**config.mk**
```make
export PLATFORM = sky130hd
export DESIGN_NAME = jtkiwi_shram_arb_flat
export DESIGN_NICKNAME = d
export VERILOG_FILES = /design/src/rtl/jtkiwi_shram_arb_if.sv /design/src/rtl/jtkiwi_shram_arb.sv /design/src/flat_wrapper.sv
export SDC_FILE = /design/constraint.sdc
export NUM_CORES = 1
export LEC_CHECK = 0
export ABC_CLOCK_PERIOD_IN_PS = 4380
export CAP_MARGIN = 30
export CORE_ASPECT_RATIO = 0.6
export CORE_UTILIZATION = 43
export CTS_BUF_LIST = sky130_fd_sc_hd__clkbuf_16
export DETAILED_ROUTE_END_ITERATION = 8
export GPL_ROUTABILITY_DRIVEN = 0
export PLACE_DENSITY = 0.93
export REMOVE_ABC_BUFFERS = 1
export SYNTH_ARGS = -nofsm -noshare
export SYNTH_HDL_FRONTEND = slang
export SYNTH_SLANG_ARGS = --single-unit
```
**constraint.sdc**
```tcl
create_clock -name clk -period 4.38 [get_ports clk]
set_clock_uncertainty 0.1 [all_clocks]
set_input_delay 1.314 -clock clk [delete_from_list [all_inputs] [get_ports clk]]
set_output_delay 1.314 -clock clk [all_outputs]
set_load 0.01 [all_outputs]
```
**src/rtl/jtkiwi_shram_arb_if.sv**
```systemverilog
// Requester-side bus of the shared RAM arbiter: one instance per CPU.
// The master modport is the CPU view and the slave modport is the arbiter view.
interface jtkiwi_shram_arb_if #(
    parameter int AW = 13
);
    logic          cs;
    logic          rnw;
    logic [AW-1:0] addr;
    logic [7:0]    din;
    logic [7:0]    dout;
    logic          busy;

    modport master (output cs, rnw, addr, din, input dout, busy);
    modport slave  (input cs, rnw, addr, din, output dout, busy);
endinterface

```
**src/rtl/jtkiwi_shram_arb.sv**
```systemverilog
// Two-port arbiter that lets the main CPU and the sound CPU share one
// single-port RAM with a one-cycle read latency.
// Optional feature: define JTKIWI_SHRAM_FIXPRIO_EN so that main always wins
// a tie. Without the macro, ties are resolved round robin.
//
// state | meaning
// IDLE  | waiting for a pending requester, grant made here
// ACC   | address/data on the RAM, write strobe for writes
// LAT   | RAM read data arrives, captured for reads, owner marked served
// REC   | RECOVERY idle cycles, no grant
module jtkiwi_shram_arb #(
    parameter int AW       = 13,
    parameter int RECOVERY = 0
) (
    input  logic                clk,
    input  logic                rst,
    jtkiwi_shram_arb_if.slave   main,
    jtkiwi_shram_arb_if.slave   snd,
    output logic [AW-1:0]       ram_addr,
    output logic [7:0]          ram_din,
    output logic                ram_we,
    input  logic [7:0]          ram_dout
);
    typedef enum logic [1:0] {IDLE, ACC, LAT, REC} state_t;

    localparam logic [1:0] REC_LOAD = (RECOVERY > 0) ? 2'(RECOVERY - 1) : 2'd0;

    state_t     state;
    state_t     state_nxt;
    logic       owner;
    logic       acc_rnw;
    logic       served_main;
    logic       served_snd;
    logic [1:0] rec_cnt;
    logic       pend_main;
    logic       pend_snd;
    logic       grant_any;
    logic       grant_snd;

    assign pend_main = main.cs & ~served_main;
    assign pend_snd  = snd.cs & ~served_snd;
    assign grant_any = pend_main | pend_snd;

    assign main.busy = pend_main;
    assign snd.busy  = pend_snd;

    // rst gates the strobe so an access interrupted in ACC never writes
    assign ram_we = (state == ACC) & ~acc_rnw & ~rst;

`ifdef JTKIWI_SHRAM_FIXPRIO_EN
    assign grant_snd = pend_snd & ~pend_main;
`else
    // set when snd should win the next tie; cleared so main wins after reset
    logic rr_snd;

    assign grant_snd = pend_snd & (~pend_main | rr_snd);

    // round-robin pointer: the requester just granted loses the next tie
    always_ff @(posedge clk) begin
        if (rst) begin
            rr_snd <= 1'b0;
        end else if (state == IDLE && grant_any) begin
            rr_snd <= ~grant_snd;
        end
    end
`endif

    // next-state decode
    always_comb begin
        state_nxt = state;
        case (state)
            IDLE: if (grant_any) state_nxt = ACC;
            ACC:  state_nxt = LAT;
            LAT:  state_nxt = (RECOVERY > 0) ? REC : IDLE;
            REC:  if (rec_cnt == 2'd0) state_nxt = IDLE;
            default: state_nxt = IDLE;
        endcase
    end

    // state register and recovery down-counter
    always_ff @(posedge clk) begin
        if (rst) begin
            state   <= IDLE;
            rec_cnt <= 2'd0;
        end else begin
            state <= state_nxt;
            if (state == LAT) begin
                rec_cnt <= REC_LOAD;
            end else if (state == REC && rec_cnt != 2'd0) begin
                rec_cnt <= rec_cnt - 2'd1;
            end
        end
    end

    // latch the winner's request so a cs falling mid-access cannot disturb it
    always_ff @(posedge clk) begin
        if (rst) begin
            owner    <= 1'b0;
            acc_rnw  <= 1'b1;
            ram_addr <= '0;
            ram_din  <= 8'd0;
        end else if (state == IDLE && grant_any) begin
            owner    <= grant_snd;
            acc_rnw  <= grant_snd ? snd.rnw  : main.rnw;
            ram_addr <= grant_snd ? snd.addr : main.addr;
            ram_din  <= grant_snd ? snd.din  : main.din;
        end
    end

    // read data capture; dout is only touched by reads of its own requester
    always_ff @(posedge clk) begin
        if (rst) begin
            main.dout <= 8'd0;
            snd.dout  <= 8'd0;
        end else if (state == LAT && acc_rnw) begin
            if (owner) begin
                snd.dout <= ram_dout;
            end else begin
                main.dout <= ram_dout;
            end
        end
    end

    // served flags: dropping cs always clears, completion sets only if cs held
    always_ff @(posedge clk) begin
        if (rst) begin
            served_main <= 1'b0;
            served_snd  <= 1'b0;
        end else begin
            if (!main.cs) begin
                served_main <= 1'b0;
            end else if (state == LAT && !owner) begin
                served_main <= 1'b1;
            end
            if (!snd.cs) begin
                served_snd <= 1'b0;
            end else if (state == LAT && owner) begin
                served_snd <= 1'b1;
            end
        end
    end
endmodule

```
**src/flat_wrapper.sv**
```systemverilog
// flat-port wrapper written by rule: the top's interface ports become plain ports
module jtkiwi_shram_arb_flat 
#(
    parameter int AW       = 13,
    parameter int RECOVERY = 0
)
  (clk, rst, ram_addr, ram_din, ram_we, ram_dout, main_cs, main_rnw, main_addr, main_din, main_dout, main_busy, snd_cs, snd_rnw, snd_addr, snd_din, snd_dout, snd_busy);
  jtkiwi_shram_arb_if #(.AW(AW)) main_i ();
  jtkiwi_shram_arb_if #(.AW(AW)) snd_i ();
  input  logic clk;
  input  logic rst;
  output logic [AW-1:0] ram_addr;
  output logic [7:0] ram_din;
  output logic ram_we;
  input  logic [7:0] ram_dout;
  input wire logic [$bits(main_i.cs)-1:0] main_cs;
  input wire logic [$bits(main_i.rnw)-1:0] main_rnw;
  input wire logic [$bits(main_i.addr)-1:0] main_addr;
  input wire logic [$bits(main_i.din)-1:0] main_din;
  output wire logic [$bits(main_i.dout)-1:0] main_dout;
  output wire logic [$bits(main_i.busy)-1:0] main_busy;
  input wire logic [$bits(snd_i.cs)-1:0] snd_cs;
  input wire logic [$bits(snd_i.rnw)-1:0] snd_rnw;
  input wire logic [$bits(snd_i.addr)-1:0] snd_addr;
  input wire logic [$bits(snd_i.din)-1:0] snd_din;
  output wire logic [$bits(snd_i.dout)-1:0] snd_dout;
  output wire logic [$bits(snd_i.busy)-1:0] snd_busy;
  assign main_i.cs = main_cs;
  assign main_i.rnw = main_rnw;
  assign main_i.addr = main_addr;
  assign main_i.din = main_din;
  assign main_dout = main_i.dout;
  assign main_busy = main_i.busy;
  assign snd_i.cs = snd_cs;
  assign snd_i.rnw = snd_rnw;
  assign snd_i.addr = snd_addr;
  assign snd_i.din = snd_din;
  assign snd_dout = snd_i.dout;
  assign snd_busy = snd_i.busy;
  jtkiwi_shram_arb #(.AW(AW), .RECOVERY(RECOVERY)) u_core (.clk(clk), .rst(rst), .main(main_i), .snd(snd_i), .ram_addr(ram_addr), .ram_din(ram_din), .ram_we(ram_we), .ram_dout(ram_dout));
endmodule
```
==> impl_metrics.csv <==
group,metric,value,unit
worst_hold_path,hold_path_depth,2,
critical_path,end_kind,"output port",
logic_synthesis,syn_inst,190,
timing,rsz0062_at_grt,"no",
grt,grt_pass1_vias,1637,
critical_path,path_cells,"clkdlybuf4s50_1, nand2b_4, inv_2, clkdlybuf4s50_1",
cells_and_area,final_cell_mix,"clkdlybuf4s50_1, dfxtp_1, nor3b_1",
placement,io_buffers,95,
route,wl_per_cell,14.9,um
cts,htree_levels,2,
cells_and_area,nets,335,
logic_synthesis,netlist_area,1960,um2
critical_path,path_max_fanout,6,
grt,antenna_found_initial,0,
cells_and_area,multi_input_area,901,um2
logic_synthesis,yosysTopAreaCell,"dfxtp_1",
cts,cts-root-buf,"clkbuf_16",
logic_synthesis,synthAdderAreaFrac,0.00638,
logic_synthesis,postSynthAreaPerCell,10.3,um2
job,maxCapViolCount,0,
power,irDropWorstVdd,0.225,mV
route,totalWireLength,5050,um
logic_synthesis,yosysWarnings,0,
cts,insertion_delay,0.28,ns
route,viasPerCell,5.27,
outcome,status,"complete, no violations",
logic_synthesis,synth_cell_type_count,37,
cts,numClockSinks,46,
cells_and_area,final_common_cell,"clkdlybuf4s50_1",
grt,grt_start_max_net_pins,48,
cts,hold_buffers,0,
logic_synthesis,synth_top_family_by_area,"simple AND/OR/NAND/NOR gates",
worst_hold_path,hold_class,"flip-flop to flip-flop",
timing,maxSlewViolCount,0,
cts,clk_pin_slew,0.06,ns
power,leakagePower,0.00109,uW
cells_and_area,antenna_cells,0,
critical_path,cp-start-kind,"input pin",
power,power_density,376,nW/um2
floorplan,rows,18,
timing,setup_viol,0,
cts,cts-resized-gates,0,
floorplan,ios,96,
floorplan,die_x,89.2,um
timing,final_hold_viol_count,0,
timing,finalWorstSetupSlack,0.366,ns
cts,cts_tree,"done",
logic_synthesis,ys_seq_area_frac,0.469,
logic_synthesis,netlist.area_leader.share,0.469,
timing,tightestPinTransition,0.851,ns
floorplan,die_area,4850,um2
critical_path,cp_top_family,"buffers and inverters",
logic_synthesis,synth_seq_cells,46,
timing,max_freq,249,MHz
timing,finalCriticalPeriod,4.01,ns
cells_and_area,nFillCells,316,
grt,grt.total_usage,0.216,
critical_path,cp.arrival,2.60,ns
critical_path,cpMostUsedCell,"clkdlybuf4s50_1",
timing,fin_setup_tns,0,ns
cts,cts_setup_buffers,0,
critical_path,worstReg2RegEnd,"u_core.ram_addr[8]$_SDFFE_PP0P_",
placement,hpwl,3590,um
cells_and_area,seq_area,921,um2
worst_hold_path,min_from,"u_core.snd.dout[1]$_SDFFE_PP0P_",
timing,fin_crit_sh,0.917,
logic_synthesis,synth-compound-area-share,0.177,
floorplan,initial_core_util,0.463,
cts,cts_max_path_buffers,2,
route,route.detailed.drc,0,
timing,relSlewSlack,0.432,
logic_synthesis,yosys.area_share.simple,0.235,
cells_and_area,areaGrowthSynthToFinish,55.7,%
critical_path,critPathMaxStageDelay,0.57,ns
cells_and_area,drive_above_1_share,0.0789,
route,route.vias.total,1786,
route,antenna_left,0,
critical_path,ff2ff_path_depth,4,
floorplan,die_y,54.3,um
critical_path,slowest_stage,"clkdlybuf4s50_1",
logic_synthesis,synthXorXnorAreaFrac,0,
critical_path,crit_buf_inv,3,
critical_path,rr_startpoint,"u_core.state[1]$_SDFFE_PP0P_",
logic_synthesis,yosys-mux-area-fraction,0.0408,
grt,grt_pass1_wl,7790,um
critical_path,crit_required,2.97,ns
cts,cts_inserted_buffers,5,
critical_path,crit_type,"input pin to output port",
route,drtIter0Drc,54,
grt,overflow,0,
route,drt_first_pass_iters,4,
worst_hold_path,min_to,"u_core.snd.dout[1]$_SDFFE_PP0P_",
critical_path,r2r_setup_slack,2.37,ns
placement,place_worst_setup_slack,0.366,ns
logic_synthesis,synth.area.top_cells,"dfxtp_1, a221o_1, nor3b_1",
floorplan,coreArea,4230,um2
-- stage by stage --
step | area [um2] | std cells | utilization | power [uW] | hold slack (ns)
4_1_cts | 3060 | 339 | 0.722 | 1160 | 0.366
6_report | 3060 | 339 | 0.722 | 1150 | 0.363
2_1_floorplan | 1830 | 175 | - | 550 | 0.350
3_5_place_dp | 2860 | 331 | 0.676 | 674 | 0.356
3_3_place_gp | 2860 | 331 | 0.676 | 670 | 0.343
5_1_grt | 3060 | 339 | 0.722 | 1190 | 0.380
-- synthesized netlist by cell type, drive strengths merged --
| cell type | instances |
|---|---|
| dfxtp | 46 |
| o21a | 1 |
| mux2i | 8 |
| a211oi | 1 |
| a21oi | 14 |
| a2bb2oi | 1 |
| inv | 3 |
| o21ai | 3 |
| o211a | 1 |
| or2b | 1 |
| nor3 | 1 |
| nor2b | 1 |
| ha | 1 |
| nand2 | 23 |
| and2 | 2 |
| nor4b | 1 |
| a31oi | 1 |
| buf | 15 |
| o31ai | 1 |
| and3b | 1 |
| nand3b | 1 |
| nor3b | 25 |
| nor2 | 15 |
| nand2b | 2 |
| a221o | 21 |
-- where the power goes --
| group | internal, uW | switching, uW |
|---|---|---|
| Sequential | 447 | 20.7 |
| Combinational | 122 | 76.0 |
| Clock | 328 | 154 |
-- sequential cells by signal, indices dropped and copies added, names as in the netlist --
signal,flops
u_core.ram_addr,13
u_core.main.dout,8
u_core.ram_din,8
u_core.snd.dout,8
u_core.rec_cnt,2
u_core.state,2
u_core.acc_rnw,1
u_core.owner,1
u_core.rr_snd,1
u_core.served_main,1
u_core.served_snd,1
-- routing by layer --
metal	routed length [um]	global-route usage
met5	0	0
met4	13	0.0317
met3	463	0.0920
met2	2310	0.351
met1	2260	0.277
-- logic make-up (layout without fill, tap and decap cells) --
kind of cell	after synthesis	in the layout
buffers and inverters	18	107
adders and majority gates	1	1
and+or+nand+nor	73	73
muxes	8	8
DFF	46	46
AOI/OAI and AO/OA	44	44
-- worst reg2reg max path, stage by stage (launching register included) --
cell     delay, ns
dfxtp_1       0.44
nor4b_4       0.35
o21ai_2       0.12
nor2_2        0.66
a221o_1       0.29
-- worst max-delay path by stage --
stage	start	end	cells past startpoint
2_1_floorplan	rst	ram_we	2
3_3_place_gp	snd_cs	snd_busy	3
3_5_place_dp	main_cs	main_busy	4
4_1_cts	main_cs	main_busy	4
5_1_grt	main_cs	main_busy	4
6_report	main_cs	main_busy	4
-- area by class of cell --
cell class                      instances  share of cell area
Timing Repair Buffer                   96               0.312
Sequential cell                        46               0.301
Multi-Input combinational cell        126               0.295
Clock buffer                            5              0.0410
Tap cell                               60              0.0246
Clock inverter                          3              0.0225
Inverter                                3             0.00369
No activity file was read; power rests on OpenSTA's default activity.
